### config.mk
export PLATFORM = sky130hd
export DESIGN_NAME = ex_operand_stage
export DESIGN_NICKNAME = d
export VERILOG_FILES = /design/src/rtl/ex_operand_stage.sv
export SDC_FILE = /design/constraint.sdc
export NUM_CORES = 1
export LEC_CHECK = 0
export ABC_AREA = 1
export BUFFER_PORTS_ARGS = -buffer_cell sky130_fd_sc_hd__buf_2
export CORE_AREA = 2 2 162 164
export CTS_CLUSTER_DIAMETER = 40
export DETAILED_ROUTE_END_ITERATION = 12
export DIE_AREA = 0 0 164 166
export HOLD_SLACK_MARGIN = 0.03
export PLACE_DENSITY = 0.63
export SLEW_MARGIN = 20
export SYNTH_ARGS = -nofsm -noshare
export SYNTH_HDL_FRONTEND = slang
export SYNTH_SLANG_ARGS = --single-unit
### constraint.sdc
create_clock -name clk -period 10.35 [get_ports clk]
set_clock_uncertainty 0.1 [all_clocks]
set_input_delay 2.07 -clock clk [delete_from_list [all_inputs] [get_ports clk]]
set_output_delay 2.07 -clock clk [all_outputs]
set_load 0.005 [all_outputs]
### src/rtl/ex_operand_stage.sv
// ex_operand_stage: ID/EX pipeline register followed by the execute-stage
// operand selection that feeds the ALU.
//
// Captures decoded operands and control every clock (with stall and flush),
// resolves RAW hazards by forwarding from MEM and WB, and drives SrcAE,
// SrcBE and ALUControlE into the ALU.
//
// Build option: define EX_FORWARD_EN to include the MEM/WB forwarding muxes.
// Without it the operands come straight from the E registers (the hazard
// unit is then expected to stall), and the M/W ports are accepted but unused.
module ex_operand_stage #(
    parameter int XLEN    = 32,
    parameter int RADDR_W = 5
) (
    input  logic               clk,
    input  logic               reset,
    input  logic               StallE,
    input  logic               FlushE,
    input  logic [XLEN-1:0]    RD1D,
    input  logic [XLEN-1:0]    RD2D,
    input  logic [XLEN-1:0]    ImmExtD,
    input  logic [XLEN-1:0]    PCD,
    input  logic [RADDR_W-1:0] Rs1D,
    input  logic [RADDR_W-1:0] Rs2D,
    input  logic [RADDR_W-1:0] RdD,
    input  logic [3:0]         ALUControlD,
    input  logic               ALUSrcD,
    input  logic               RegWriteD,
    input  logic               ValidD,
    input  logic [RADDR_W-1:0] RdM,
    input  logic               RegWriteM,
    input  logic [XLEN-1:0]    ALUResultM,
    input  logic [RADDR_W-1:0] RdW,
    input  logic               RegWriteW,
    input  logic [XLEN-1:0]    ResultW,
    output logic [XLEN-1:0]    SrcAE,
    output logic [XLEN-1:0]    SrcBE,
    output logic [3:0]         ALUControlE,
    output logic [XLEN-1:0]    WriteDataE,
    output logic [XLEN-1:0]    PCE,
    output logic [XLEN-1:0]    ImmExtE,
    output logic [RADDR_W-1:0] Rs1E,
    output logic [RADDR_W-1:0] Rs2E,
    output logic [RADDR_W-1:0] RdE,
    output logic               RegWriteE,
    output logic               ValidE
);

    // ALU opcodes whose B operand is a shift amount
    localparam logic [3:0] ALU_SLL = 4'b0111;
    localparam logic [3:0] ALU_SRL = 4'b1000;
    localparam logic [3:0] ALU_SRA = 4'b1001;
    localparam int         SHAMT_W = 5;

    // All E-side state in one record so flush/reset clear it uniformly
    typedef struct packed {
        logic               valid;
        logic               reg_write;
        logic               alu_src;
        logic [3:0]         alu_ctrl;
        logic [RADDR_W-1:0] rs1;
        logic [RADDR_W-1:0] rs2;
        logic [RADDR_W-1:0] rd;
        logic [XLEN-1:0]    rd1;
        logic [XLEN-1:0]    rd2;
        logic [XLEN-1:0]    imm;
        logic [XLEN-1:0]    pc;
    } e_regs_t;

    e_regs_t e_q;
    e_regs_t e_d;

    logic [XLEN-1:0] fwd_a;
    logic [XLEN-1:0] fwd_b;
    logic [XLEN-1:0] sel_b;

    // Next E state: flush beats stall, stall holds, otherwise capture D
    always_comb begin
        e_d = e_q;
        if (FlushE) begin
            e_d = '0;
        end else if (!StallE) begin
            e_d.valid     = ValidD;
            e_d.reg_write = RegWriteD & ValidD;
            e_d.alu_src   = ALUSrcD;
            e_d.alu_ctrl  = ALUControlD;
            e_d.rs1       = Rs1D;
            e_d.rs2       = Rs2D;
            e_d.rd        = RdD;
            e_d.rd1       = RD1D;
            e_d.rd2       = RD2D;
            e_d.imm       = ImmExtD;
            e_d.pc        = PCD;
        end
    end

    // ID/EX register with asynchronous clear
    always_ff @(posedge clk or posedge reset) begin
        if (reset) begin
            e_q <= '0;
        end else begin
            e_q <= e_d;
        end
    end

`ifdef EX_FORWARD_EN
    logic fwd_a_mem;
    logic fwd_a_wb;
    logic fwd_b_mem;
    logic fwd_b_wb;

    // Hazard match: x0 is never a forwarding source
    always_comb begin
        fwd_a_mem = RegWriteM && (RdM != '0) && (RdM == e_q.rs1);
        fwd_a_wb  = RegWriteW && (RdW != '0) && (RdW == e_q.rs1);
        fwd_b_mem = RegWriteM && (RdM != '0) && (RdM == e_q.rs2);
        fwd_b_wb  = RegWriteW && (RdW != '0) && (RdW == e_q.rs2);
    end

    // Forwarding muxes, MEM is younger so it wins over WB
    always_comb begin
        if (fwd_a_mem)     fwd_a = ALUResultM;
        else if (fwd_a_wb) fwd_a = ResultW;
        else               fwd_a = e_q.rd1;

        if (fwd_b_mem)     fwd_b = ALUResultM;
        else if (fwd_b_wb) fwd_b = ResultW;
        else               fwd_b = e_q.rd2;
    end
`else
    logic unused_fwd_ports;

    // No forwarding in this build; M/W inputs are deliberately ignored
    always_comb begin
        fwd_a = e_q.rd1;
        fwd_b = e_q.rd2;
    end

    assign unused_fwd_ports = ^{RdM, RegWriteM, ALUResultM, RdW, RegWriteW, ResultW};
`endif

    // Operand B selection and shift-amount masking
    always_comb begin
        sel_b = e_q.alu_src ? e_q.imm : fwd_b;
        if ((e_q.alu_ctrl == ALU_SLL) || (e_q.alu_ctrl == ALU_SRL) ||
            (e_q.alu_ctrl == ALU_SRA)) begin
            SrcBE = {{(XLEN-SHAMT_W){1'b0}}, sel_b[SHAMT_W-1:0]};
        end else begin
            SrcBE = sel_b;
        end
    end

    assign SrcAE       = fwd_a;
    assign WriteDataE  = fwd_b;
    assign ALUControlE = e_q.alu_ctrl;
    assign PCE         = e_q.pc;
    assign ImmExtE     = e_q.imm;
    assign Rs1E        = e_q.rs1;
    assign Rs2E        = e_q.rs2;
    assign RdE         = e_q.rd;
    assign RegWriteE   = e_q.reg_write;
    assign ValidE      = e_q.valid;

endmodule

==> results of run 1 <==
==> cells in the final DEF, fill, tap and decap left out <==
cell type	synthesis	routed
buf_2	32	333
dfrtp_1	150	149
inv_6	0	7
o21ai_0	82	82
nand3_1	176	176
nor2_1	118	118
inv_4	1	1
clkinv_2	0	2
clkinvlp_4	0	3
o21ai_1	3	3
nand2_2	2	2
clkbuf_8	0	1
inv_8	0	2
clkbuf_16	0	17
nand2_1	104	104
o21a_1	27	27
buf_4	155	5
diode_2	0	2
clkinv_4	0	2
dfrtp_4	0	1
inv_1	37	36
==> flip-flops by register name, indices dropped and copies added, names as in the netlist <==
name and flops:
WriteDataE 32, PCE 32, SrcAE 32, RdE 5
ImmExtE 32, ALUControlE 4, e_q 1, Rs2E 5
Rs1E 5, ValidE 1, RegWriteE 1
==> synthesized netlist by cell type <==
cell / instances
buf_2: 32
buf_4: 155
buf_6: 13
clkbuf_1: 12
dfrtp_1: 150
inv_1: 37
inv_2: 1
inv_4: 1
nand2_1: 104
nand2_2: 2
nand3_1: 176
nor2_1: 118
o21a_1: 27
o21ai_0: 82
o21ai_1: 3
==> layout make-up <==
type                            instances  area [sq um]  share of cell area (%)
Clock buffer                           18         439.2                   4.904
Tap cell                              335         419.2                   4.681
Clock inverter                         14         116.4                   1.299
Timing Repair Buffer                  338          1704                   19.03
Multi-Input combinational cell        512          2355                   26.30
Inverter                               39         158.9                   1.774
Antenna cell                            2         5.005                 0.05589
Sequential cell                       150          3757                   41.96
==> per-stage QoR <==
step	utilization [%]	setup slack (ns)	std cells	power, W	hold WS (ns)
2_1_floorplan	-	4.144	913	0.0007964	0.3770
3_3_place_gp	32.76	5.806	1374	0.0008422	0.3892
3_5_place_dp	32.76	5.804	1374	0.0008455	0.3896
4_1_cts	34.93	5.994	1406	0.001451	0.4094
5_1_grt	34.95	6.082	1407	0.001506	0.4286
6_report	34.96	6.313	1408	0.001426	0.4051
==> routing by layer <==
metal | part of all wire (%) | vias up
met5 | 0.15 | -
met4 | 2.0 | 6
met3 | 7.2 | 32
met2 | 48 | 231
met1 | 43 | 3015
li1 | - | 3097
==> cell families (layout without fill, tap and decap cells) <==
family / Yosys count / count (layout) / synth area share (%)
buffers and inverters: 251 / 409 / 21.41
other: 0 / 2 / 0
and+or+nand+nor: 400 / 400 / 22.21
AOI/OAI and AO/OA: 112 / 112 / 8.081
DFF: 150 / 150 / 48.29
==> critical path, cell delays in order, from the launching register on <==
cell and delay [ns]:
dfrtp_1 0.39, inv_1 0.13, nor2_1 0.05, nand2_1 0.07
nand2_2 0.37, nor2_1 0.27, buf_2 0.16
==> worst max-delay path by stage <==
stage | startpoint | end | cells after the start
after floorplan | reset | ALUControlE[0]$_DFFE_PP0P_ | 1
after global placement | StallE | WriteDataE[29]$_DFFE_PP0P_ | 5
after detailed placement | StallE | WriteDataE[29]$_DFFE_PP0P_ | 5
after CTS | e_q[147]$_DFFE_PP0P_ | SrcBE[30] | 4
after global routing | ALUControlE[2]$_DFFE_PP0P_ | SrcBE[26] | 6
final | ALUControlE[2]$_DFFE_PP0P_ | SrcBE[26] | 6
==> power breakdown <==
part           switching (W)  leakage, nW  internal, W  total, W
clock network       0.000275        0.268     0.000321  0.000595
registers          0.0000256         1.98     0.000621  0.000646
logic               0.000107         2.68    0.0000774  0.000184
total               0.000407         4.93      0.00102   0.00143
==> key figures, run 1 <==
Clock network
  – Post-CTS setup buffers: 0
  – Hold-fix buffers at CTS: 0
  – Clock-pin slew on the worst setup and hold paths: about 0.070 ns
  – H-Tree Depth: 4
  – Worst skew pair latency: around 0.41 ns
  – PostCTS Resize Cnt: 0
  – Sinks on the clock net: 150
  – TritonCTS clock tree: yes
  – Root Buffer: clkbuf_16
  – TritonCTS Buffers: 17
  – Clock buffer depth: 2

Pwr
  – Peak VDD IR: approximately 0.10 mV
  – Leakage power: between 4 and 5 nW
  – PD cells: ~160 nW/um^2

Global routing
  – Vias in the first global route: just over 6000
  – Antenna violations before repair: 4
  – Largest net degree at the start of global routing: between 100 and 150
  – GR peak layer: met2
  – GRT met1 Usage: around a fifth
  – Met2 usage: roughly a quarter
  – First-pass GRT wire length: 33.97 mm
  – GRT met3 Usage: between 4 and 5%
  – GRT overflow: 0
  – GRT Util Overall: ~16%

Route
  – WL/cell: between 15 and 20 microns
  – Via density: 4.532
  – Final wirelength: approximately 22 mm
  – Drt pass-1 iters: 5
  – DRT antenna net count: 0
  – DRT iter0 DRCs: between 400 and 500
  – Total number of vias: approximately 6400
  – # DRC: 0

Final layout
  – P&R area growth vs syn: 15.21%
  – Layout cell share with drive strength beyond 1: around a third
  – Nets: between 1000 and 1500
  – Final instance area: 8955 sq um
  – Layout fillers: ~2800

Job
  – Total of max-cap violations: 0

Timing
  – Final Cycle Share: between 30% and 40%
  – Peak Freq: around 250 MHz
  – Setup-failing EPs final: 0
  – Relative slew slack: approximately a third
  – Setup tns final: 0 ns
  – RSZ-0062 raised after global routing: false
  – Worst-Margin Slew: about 1.0 ns
  – Final Max Slew Viols: 0
  – Final Hold Fails: 0
  – Min Clock Period, post-route: slightly above 4 ns

Setup path
  – CP required: between 8 and 9 ns
  – R2R Path Start: e_q[147]$_DFFE_PP0P_
  – Worst R2R Setup Slack: between 9 and 10 ns
  – Critical path peak fanout: 27
  – Startpoint type of the worst setup path: register
  – Critical Path End Type: primary output
  – CP Data Arrival Time: roughly 1.9 ns
  – Worst reg2reg path depth: 2
  – RR Endpoint: e_q[147]$_DFFE_PP0P_
  – Crit path kind: register to primary output

Min path
  – Hold EP: SrcAE[21]$_DFFE_PP0P_
  – Worst min path class: register to register
  – Hold Path Depth: 2
  – Min-delay src: SrcAE[21]$_DFFE_PP0P_

Floorplan
  – Top Ports: between 400 and 500
  – Core Box Area: 25620 sq um
  – Die Width: 164 microns
  – Vert. Die Dim: about 170 microns
  – Initial Util: between 30% and 40%
  – # rows: slightly below 60
  – Die Area: 27220 sq um

Yosys
  – Sequential share of the synthesized area: about 48%
  – Synth area leaders: dfrtp_1 (48%), buf_4 (15%), nand3_1 (11%), nor2_1 (5.7%), o21ai_0 (5.3%)
  – Share of the synthesized area in the top cell type: 48.29%
  – Area leader, netlist: dfrtp_1
  – Synthesized area: just under 8000 sq um
  – Syn Inst Count: between 900 and 1000
  – Syn_area_per_cell: 8.513 sq um
  – Synthesis Warnings: 0
  – Post-Synthesis Net Count: between 1000 and 1500
  – FF+latch count, synth: 150
  – Netlist cell types: 15

Place
  – Final estimated routing congestion in global placement: 0.8185
  – Count of input and output buffers: ~330
  – Hpwl dp: around 14 mm
  – Placed instance area: 8392 sq um

Run status
  – Outcome: completed
No activity file was read; power rests on OpenSTA's default activity.
==> run 2, diff against run 1 <==
Settings changed: ABC_AREA 1 to 0, CORE_AREA 2 2 162 164 to 2 2 158 160, DIE_AREA 0 0 164 166 to 0 0 160 162, PLACE_DENSITY 0.63 to 0.68.
Clock period 10.35 ns to 3.56 ns, I/O delays scaled along.
==> run 2 against run 1 <==
  * Combinational power grew to 3.1 times the previous value
  * First-iteration DRC count is 32% lower
  * Total power grew to 3.1 times the previous value
  * Sequential share of layout area is 1.6 points lower
  * Setup slack worse by 5.4 ns
  * Flip-flop and latch count stayed put
  * Final cell count is 13% lower
  * Largest cell class unchanged
  * Global-route usage is 1.0 points lower
  * Largest power group is now clock
  * Utilization is 3.7 points higher
  * Critical path depth is 2 lower
  * Clock power grew to 3.2 times the previous value
  * Cell area is 4.0% higher
==> key figures, run 2 <==
Run status
  – Outcome: completed

Yosys
  – Multiplexer share of the synthesized area: roughly 23%
  – Post-Synthesis Net Count: 933
  – Asr flop ratio synth: 100.0%
  – Post-synthesis adder-cell area fraction: 0%
  – EDFF count, synth: 0
  – Syn Inst Count: 703
  – Synthesis Warnings: 0
  – Commonest cells post-synth: mux2i_1 (176), buf_4 (156), dfrtp_1 (150)
  – Ys flop type: dfrtp_1
  – Sequential share of the synthesized area: between 40 and 50%
  – Post-Synth XOR/XNOR Area: 0%
  – Synth area leaders: dfrtp_1 (48%), mux2i_1 (22%), buf_4 (15%), nor2_1 (7.1%), nor3_2 (2.6%)
  – Synthesized area: 7838 sq um
  – Netlist cell types: 19
  – Main combinational cell family by area after synthesis: multiplexers
  – Simple-gate share of the synthesized area: 10.65%
  – Complex-gate fraction of the synthesized area: less than 1%
  – Syn_area_per_cell: between 10 and 15 sq um
  – Area leader, netlist: dfrtp_1
  – FF+latch count, synth: 150
  – Share of the synthesized area in the top cell type: approximately 48%
  – Cell with the most instances after synthesis: mux2i_1

Route
  – DRT iter0 DRCs: 282
  – Via density: between 4 and 5
  – DRT antenna net count: 0
  – Drt pass-1 iters: 4
  – Total number of vias: approximately 5300
  – # DRC: 0
  – Final wirelength: around 19 mm
  – WL/cell: ~16 microns

Clock network
  – PostCTS Resize Cnt: 0
  – Root Buffer: clkbuf_16
  – Clock-pin slew on the worst setup and hold paths: ~0.070 ns
  – H-Tree Depth: 4
  – Sinks on the clock net: 150
  – Post-CTS setup buffers: 0
  – TritonCTS Buffers: 17
  – Worst skew pair latency: roughly 0.42 ns
  – TritonCTS clock tree: yes
  – Clock buffer depth: 2
  – Hold-fix buffers at CTS: 0

Place
  – Placed instance area: slightly below 9000 sq um
  – Dpl ws: around 1.2 ns
  – Count of input and output buffers: 334
  – Final estimated routing congestion in global placement: roughly 0.73
  – Hpwl dp: 13.39 mm

Global routing
  – Largest net degree at the start of global routing: just over 80
  – Vias in the first global route: approximately 5300
  – GRT Util Overall: ~15%
  – First-pass GRT wire length: ~30 mm
  – GRT overflow: 0
  – Antenna violations before repair: 2

Setup path
  – Worst R2R Setup Slack: around 2.7 ns
  – Critical path's largest stage delay: around 0.5 ns
  – Delay-heaviest family, CP: buffers and inverters
  – Critical Path End Type: primary output
  – CP Buf/Inv Count: 2
  – Cells along the critical path: buf_4 > mux2i_1 > nor3_2 > buf_2
  – Worst reg2reg path depth: 2
  – Crit path kind: register to primary output
  – Startpoint type of the worst setup path: register
  – CP Depth: 4
  – CP Data Arrival Time: roughly 1.9 ns
  – Critical path peak fanout: 32
  – Crit-path slowest cell: buf_4
  – CP required: approximately 2.8 ns

Final layout
  – Final instance area: between 9000 and 10000 sq um
  – Nets: between 1000 and 1500
  – P&R area growth vs syn: 18.82%
  – Most common cell after layout, fill and taps aside: buf_2
  – Final core occ: 38.63%
  – Most frequent cells in the layout: buf_2 (332), mux2i_1 (176), dfrtp_1 (149), nor2_1 (149), nor3_2 (20)
  – Layout fillers: 2448
  – Layout cell share with drive strength beyond 1: between 40% and 50%

Min path
  – Worst min path class: input port to asynchronous set/reset pin

Timing
  – Setup-failing EPs final: 0
  – Final Max Slew Viols: 0
  – Setup tns final: 0 ns
  – Final Cycle Share: roughly 76%
  – Final Hold Fails: 0
  – Worst-Margin Slew: between 0.7 and 0.8 ns
  – PnR worst setup slack: between 0.8 and 0.9 ns
  – RSZ-0062 raised after global routing: false
  – Min Clock Period, post-route: roughly 2.7 ns
  – Relative slew slack: 52.86%
  – Peak Freq: around 370 MHz

Floorplan
  – Die Width: about 160 microns
  – Initial Util: between 30% and 40%
  – Vert. Die Dim: between 150 and 200 microns
  – Top Ports: 411
  – Die Area: 25920 sq um
  – # rows: 57
  – Core Box Area: 24110 sq um

Job
  – Total of max-cap violations: 0

Pwr
  – PD cells: about 470 nW/um^2
  – Leakage power: 5.314 nW
  – Peak VDD IR: between 0.2 and 0.3 mV
run 2: cell types whose count changed after synthesis, sizes merged, moves of 5 or more:
| cell | delta |
|---|---|
| buf | -23 |
| nor2 | +31 |
| nand2 | -105 |
| nand3 | -176 |
| o21ai | -85 |
| mux2 | +5 |
| o21a | -27 |
| nor3 | +27 |
| mux2i | +176 |
| inv | -38 |
run 2: cell families after synthesis:
family | after synthesis
AOI/OAI and AO/OA | 1
buffers and inverters | 191
DFF | 150
muxes | 181
and+or+nand+nor | 180
run 2: per-stage QoR:
step	power (W)	hold slack, ns	std cells
floorplan	0.002327	0.3905	703
global placement	0.002468	0.4002	1187
detailed placement	0.002482	0.4061	1187
CTS	0.004446	0.2614	1219
global route	0.004585	0.2858	1219
finish	0.004362	0.2737	1220
run 2: where the power goes:
| group | total (W) | leakage [nW] | switching, W | internal (W) |
|---|---|---|---|---|
| Combinational | 0.000573 | 3.02 | 0.000291 | 0.000282 |
| Clock | 0.00192 | 0.302 | 0.000794 | 0.00113 |
| Sequential | 0.00186 | 1.99 | 0.0000646 | 0.00180 |
run 2: path summary, 6_finish.rpt:
check	end	from
hold / removal	PCE[5]$_DFFE_PP0P_	reset
min in group clk	PCE[30]$_DFFE_PP0P_	FlushE
max in group asynchronous	WriteDataE[18]$_DFFE_PP0P_	reset
setup reg to reg	WriteDataE[3]$_DFFE_PP0P_	WriteDataE[3]$_DFFE_PP0P_
hold reg to reg	SrcAE[3]$_DFFE_PP0P_	SrcAE[3]$_DFFE_PP0P_
setup / recovery	SrcBE[28]	e_q[147]$_DFFE_PP0P_
run 2: cell type report:
cell class                      instances  area [sq um]  area share [%]
Timing Repair Buffer                  350          1866           20.03
Multi-Input combinational cell        362          2659           28.55
Antenna cell                            1         2.502         0.02687
Clock buffer                           18         429.2           4.608
Sequential cell                       150          3755           40.32
Tap cell                              324         405.4           4.353
Clock inverter                         14         188.9           2.029
Inverter                                1         7.507         0.08061
run 2: routing by layer:
layer  track usage [%]  up-vias  part of all wire [%]
met1             18.36     2491                    42
li1                  -     2527                     -
met3             4.622       13                   7.5
met2             24.91      232                    49
met5                 0        -                  0.14
met4             4.259        4                  0.91
run 2: worst reg2reg max path, delay by kind of cell (launching register included):
kind / cells / cell delay (ns)
mux: 1 / 0.15
flops: 1 / 0.42
simple gates: 1 / 0.06
